`config.mk`:
```
export PLATFORM = sky130hd
export DESIGN_NAME = pc_sequencer
export DESIGN_NICKNAME = d
export VERILOG_FILES = /design/src/rtl/pc_sequencer.sv
export SDC_FILE = /design/constraint.sdc
export NUM_CORES = 1
export LEC_CHECK = 0
export CAP_MARGIN = 20
export CORE_MARGIN = 3
export CORE_UTILIZATION = 46
export CTS_CLUSTER_SIZE = 12
export DETAILED_ROUTE_END_ITERATION = 16
export PLACE_DENSITY_LB_ADDON = 0.08
export SKIP_LAST_GASP = 1
export SLEW_MARGIN = 40
export SYNTH_ARGS = -nofsm -noshare
export SYNTH_HDL_FRONTEND = slang
export SYNTH_SLANG_ARGS = --single-unit
```
`constraint.sdc`:
```
create_clock -name clk -period 5.05 [get_ports clk]
set_input_delay 1.01 -clock clk [delete_from_list [all_inputs] [get_ports clk]]
set_output_delay 1.01 -clock clk [all_outputs]
set_load 0.005 [all_outputs]
```
`src/rtl/pc_sequencer.sv`:
```
// pc_sequencer: program-counter sequencer with jump redirect and two-phase
// branch resolution. Optional JAL link write-back is enabled by defining
// PC_SEQ_JAL_LINK_EN (adds link_we / link_data outputs).
module pc_sequencer #(
    parameter logic [31:0] RESET_VECTOR = 32'h0000_0000
) (
    input  logic        clk,
    input  logic        rst_n,
    input  logic        en,
    input  logic        instr_valid,
    input  logic [31:0] instr,
    input  logic        cond_valid,
    input  logic        cond_zero,
    output logic [31:0] pc,
    output logic        pc_valid,
    output logic        flush,
    output logic        busy
`ifdef PC_SEQ_JAL_LINK_EN
    ,
    output logic        link_we,
    output logic [31:0] link_data
`endif
);

    localparam logic [5:0] OP_J   = 6'b000010;
    localparam logic [5:0] OP_JAL = 6'b000011;
    localparam logic [5:0] OP_BEQ = 6'b000100;
    localparam logic [5:0] OP_BNE = 6'b000101;

    typedef enum logic [1:0] {
        S_BOOT,
        S_RUN,
        S_RESOLVE
    } state_t;

    state_t      r_state;
    logic [31:0] r_pc;
    logic [31:0] r_target;
    logic        r_is_bne;
    logic        r_pc_valid;
    logic        r_flush;
    logic        r_busy;

    logic [31:0] w_pc_plus4;
    logic [5:0]  w_opcode;
    logic [31:0] w_jump_target;
    logic [31:0] w_branch_target;
    logic        w_is_jump;
    logic        w_is_branch;
    logic        w_taken;

    // Next-address candidates and instruction decode, all derived from the current pc.
    assign w_pc_plus4      = r_pc + 32'd4;
    assign w_opcode        = instr[31:26];
    assign w_jump_target   = {w_pc_plus4[31:28], instr[25:0], 2'b00};
    assign w_branch_target = w_pc_plus4 + {{14{instr[15]}}, instr[15:0], 2'b00};
    assign w_is_jump       = instr_valid && ((w_opcode == OP_J) || (w_opcode == OP_JAL));
    assign w_is_branch     = instr_valid && ((w_opcode == OP_BEQ) || (w_opcode == OP_BNE));
    assign w_taken         = r_is_bne ? ~cond_zero : cond_zero;

    // Sequencer FSM: state, pc, latched branch target and all registered status outputs.
    always_ff @(posedge clk or negedge rst_n) begin
        if (!rst_n) begin
            // NOTE: every control register has an async reset so the sequencer never
            // wakes up with a stale pending branch or a spurious flush.
            r_state    <= S_BOOT;
            r_pc       <= RESET_VECTOR;
            r_target   <= 32'd0;
            r_is_bne   <= 1'b0;
            r_pc_valid <= 1'b0;
            r_flush    <= 1'b0;
            r_busy     <= 1'b0;
        end else begin
            // NOTE: non-blocking assignments let this default be overridden later in
            // the same block without creating ordering hazards between registers.
            r_flush <= 1'b0;
            case (r_state)
                S_BOOT: begin
                    r_state    <= S_RUN;
                    r_pc_valid <= 1'b1;
                end
                S_RUN: begin
                    if (en) begin
                        if (w_is_jump) begin
                            r_pc    <= w_jump_target;
                            r_flush <= 1'b1;
                        end else if (w_is_branch) begin
                            r_target   <= w_branch_target;
                            r_is_bne   <= (w_opcode == OP_BNE);
                            r_state    <= S_RESOLVE;
                            r_pc_valid <= 1'b0;
                            r_busy     <= 1'b1;
                        end else begin
                            r_pc <= w_pc_plus4;
                        end
                    end
                end
                S_RESOLVE: begin
                    if (en && cond_valid) begin
                        r_pc       <= w_taken ? r_target : w_pc_plus4;
                        r_flush    <= w_taken;
                        r_state    <= S_RUN;
                        r_pc_valid <= 1'b1;
                        r_busy     <= 1'b0;
                    end
                end
                default: begin
                    r_state <= S_BOOT;
                end
            endcase
        end
    end

    assign pc       = r_pc;
    assign pc_valid = r_pc_valid;
    assign flush    = r_flush;
    assign busy     = r_busy;

`ifdef PC_SEQ_JAL_LINK_EN
    logic        r_link_we;
    logic [31:0] r_link_data;

    // Link write-back: one-cycle strobe on each JAL decision, data held until the next JAL.
    always_ff @(posedge clk or negedge rst_n) begin
        if (!rst_n) begin
            r_link_we   <= 1'b0;
            r_link_data <= 32'd0;
        end else begin
            r_link_we <= 1'b0;
            if ((r_state == S_RUN) && en && w_is_jump && (w_opcode == OP_JAL)) begin
                r_link_we   <= 1'b1;
                r_link_data <= w_pc_plus4;
            end
        end
    end

    assign link_we   = r_link_we;
    assign link_data = r_link_data;
`endif

endmodule

```
==> run_results.csv <==
group,metric,value,unit
status,status,"complete, no violations",
cts,cts_hold_buffers,0,
floorplan,die_h,116,um
floorplan,ioPinCount,73,
synthesis,async_flop_share,100,%
synthesis,synth-seq-area-share,31.7,%
global_routing,antenna_found_initial,0,
drt,viasPerCell,6.10,
global_routing,overflow,0,
floorplan,die_x,116,um
job,cap_violations,0,
synthesis,synth_edf_count,0,
synthesis,syn_area,5530,um^2
pwr,power,3.69,mW
synthesis,syn_nets,734,
critical_path,critPathArrivalTime,4220,ps
pwr,pwr-share-seq,26.4,%
timing,fin_crit_sh,79.2,%
pwr,p_per_area,557,nW/um^2
critical_path,required,5270,ps
synthesis,yosysWarnings,0,
pwr,power_switching,1.60,mW
timing,grt_setup_unrepaired,"no",
synthesis,avgSynthCellArea,8.45,um^2
pwr,p_clk_share,19.0,%
critical_path,cp-end-kind,"flop",
floorplan,start_util,47.8,%
cts,clkSinkCount,70,
floorplan,rows,39,
timing,slew_viol_final,0,
drt,drt_iter0_markers,371,
placement,place_congestion,0.902,
placement,hpwl,11600,um
timing,hold_viol,0,
drt,firstDrtPassIters,5,
pwr,swShare,43.4,%
drt,antenna_left,0,
cts,clock_path_buffers,2,
timing,worstMarginPinSlew,837,ps
pwr,power.internal,2.09,mW
synthesis,ys_ff_latch,70,
synthesis,yosys-top-cells-area,"dfrtp_1, ha_1, nand2_1",
critical_path,cp-start-kind,"flop",
cts,insertion_delay,350,ps
cts,cts_htree_levels,3,
synthesis,synth_top_area_cell,"dfrtp_1",
synthesis,synthFlopType,"dfrtp_1",
timing,finalCriticalPeriod,4000,ps
timing,setup_viol,0,
global_routing,grt_usage,24.9,%
critical_path,slowest_delay,670,ps
cts,post-cts-setup-buffer-count,0,
placement,port_buffers,72,
pwr,power_leakage,2.86,nW
cts,numCtsBuffers,9,
synthesis,yosysUniqueCellTypes,74,
drt,drc_errors,0,
final_layout,final_nets,788,
critical_path,crit_fanout,8,
synthesis,synthCells,654,
cts,cts_root_buf,"clkbuf_16",
timing,finalClockSkew,6.62,ps
cts,cts_tree,"done",
cts,clk_pin_slew,60,ps
global_routing,grt_pass1_wl,26200,um
final_layout,fill_cells,1095,
drt,drt_wl_total,16200,um
pwr,vdd_ir_drop_max,0.238,mV
final_layout,design_area,6630,um^2
final_layout,diodes,0,
timing,fmax,0.250,GHz
timing,maxSlewHeadroom,44.2,%
drt,vias,5212,
cts,ctsResizeCount,0,
global_routing,grt_max_degree,46,
critical_path,crit_chain,"ha_1, nand3_1, nor3_1, nand3_1, xnor2_1, ha_1, a21oi_1, o221ai_1, a2111o_1, a31oi_1, o211ai_2, xnor2_1, o21ai_1",
timing,tns,0,ps
pwr,combPwrFrac,54.6,%
critical_path,slowest_stage,"nor3_1",
global_routing,grt_pass1_vias,5159,
hold_path,hold_path_class,"reg2reg",
final_layout,syn2layout_area_growth,19.9,%
global_routing,gr-usage-met1,35.3,%
global_routing,grtUsageMet2,39.4,%
placement,place_area,6300,um^2
synthesis,yosys.area.top_type_share,31.7,%
floorplan,core-area,11600,um^2
critical_path,path_class,"reg2reg",
global_routing,grtUsageMet3,3.76,%
global_routing,top_usage_layer,"met2",
final_layout,drive_gt1_share,6.88,%
drt,routedWlPerCell,19.0,um
floorplan,die_area,13400,um^2
## worst max-delay path, delay by kind of cell (launching register included)
family                   cells  cell delay, ps
AO/OA/AOI/OAI                6            1260
XOR/XNOR                     2             470
adder cells (fa/ha/maj)      2             590
flip-flops                   1             460
AND/OR/NAND/NOR              3            1090
## sequential cells by signal (all words and copies together), names as in the netlist
signal / cells
flush: 1
pc: 32
busy: 1
r_state: 2
r_is_bne: 1
r_target: 32
pc_valid: 1
## placed cells by master (no fill, tap or decap), drive strengths merged, types with 4 or more instances in the layout
cell type / instances
nand2: 92
clkdlybuf4s50: 71
dfrtp: 70
o21ai: 50
a21oi: 43
ha: 41
nor2: 40
xnor2: 28
nand3: 26
nor3: 24
xor2: 23
a22oi: 18
a31oi: 18
inv: 16
a21o: 14
nand4: 13
clkbuf: 12
a221oi: 11
and3: 10
buf: 8
o22ai: 6
o21a: 6
and2: 5
and4: 4
or2: 4
nor4: 4
o31ai: 4
o211ai: 4
## logic make-up (layout without fill, tap and decap cells)
| group | after synthesis | count (layout) | synth area share [%] |
|---|---|---|---|
| compound gates | 202 | 202 | 24.5 |
| buf+inv | 52 | 110 | 4.37 |
| simple gates | 233 | 233 | 21.0 |
| fa+ha+maj | 42 | 42 | 9.64 |
| flops | 70 | 70 | 31.7 |
| mux | 4 | 4 | 0.769 |
| xor+xnor | 51 | 51 | 8.08 |
## per-layer routing
| layer | part of all wire (%) | vias to the layer above |
|---|---|---|
| met5 | 0 | - |
| met4 | 1.4 | 0 |
| met3 | 6.6 | 19 |
| met2 | 45 | 156 |
| met1 | 47 | 2514 |
| li1 | - | 2523 |
## cell type report
cell class / instances / area (um^2) / share of cell area (%)
Tap cell: 143 / 179 / 2.70
Clock buffer: 12 / 256 / 3.87
Clock inverter: 3 / 67.6 / 1.02
Inverter: 16 / 60.1 / 0.906
Timing Repair Buffer: 79 / 768 / 11.6
Sequential cell: 70 / 1750 / 26.4
Multi-Input combinational cell: 532 / 3550 / 53.5
## per-stage QoR
step | setup slack, ps | hold WS (ps) | instances | util [%]
after floorplan | 1900 | 446 | 654 | -
after global placement | 1190 | 458 | 840 | 54.4
after detailed placement | 1100 | 467 | 840 | 54.5
after CTS | 1090 | 481 | 855 | 57.3
after global routing | 781 | 510 | 855 | 57.3
final | 1050 | 481 | 855 | 57.3
## cell usage after synthesis, drive strengths merged (4+ instances only)
| cell type | number |
|---|---|
| nand2 | 92 |
| dfrtp | 70 |
| o21ai | 50 |
| a21oi | 43 |
| ha | 41 |
| nor2 | 40 |
| xnor2 | 28 |
| clkbuf | 26 |
| nand3 | 26 |
| nor3 | 24 |
| xor2 | 23 |
| a22oi | 18 |
| a31oi | 18 |
| inv | 16 |
| a21o | 14 |
| nand4 | 13 |
| a221oi | 11 |
| and3 | 10 |
| buf | 10 |
| o21a | 6 |
| o22ai | 6 |
| and2 | 5 |
| and4 | 4 |
| nor4 | 4 |
| o211ai | 4 |
| o31ai | 4 |
| or2 | 4 |
## final timing paths
check / start / endpoint / slack [ps] / depth (start not counted)
max: pc[2] / r_target[25] / 1050 / 13
min: r_target[0] / r_target[0] / 480 / 2
max reg2reg: pc[2] / r_target[25] / 1050 / 13
min reg2reg: r_target[0] / r_target[0] / 480 / 2
max in group asynchronous: rst_n / r_target[31] / 3320 / 2
min in group asynchronous: rst_n / pc[6] / 710 / 1
## power by group through the flow
stage,Clock [mW],Combinational [mW],Sequential [mW]
6_report,0.701,2.02,0.976
5_1_grt,0.735,2.23,1.00
4_1_cts,0.713,2.00,0.972
3_5_place_dp,0,1.98,0.978
3_3_place_gp,0,1.96,0.970
2_1_floorplan,0,1.40,0.920
Note: power is estimated with default switching activity, not from simulation.
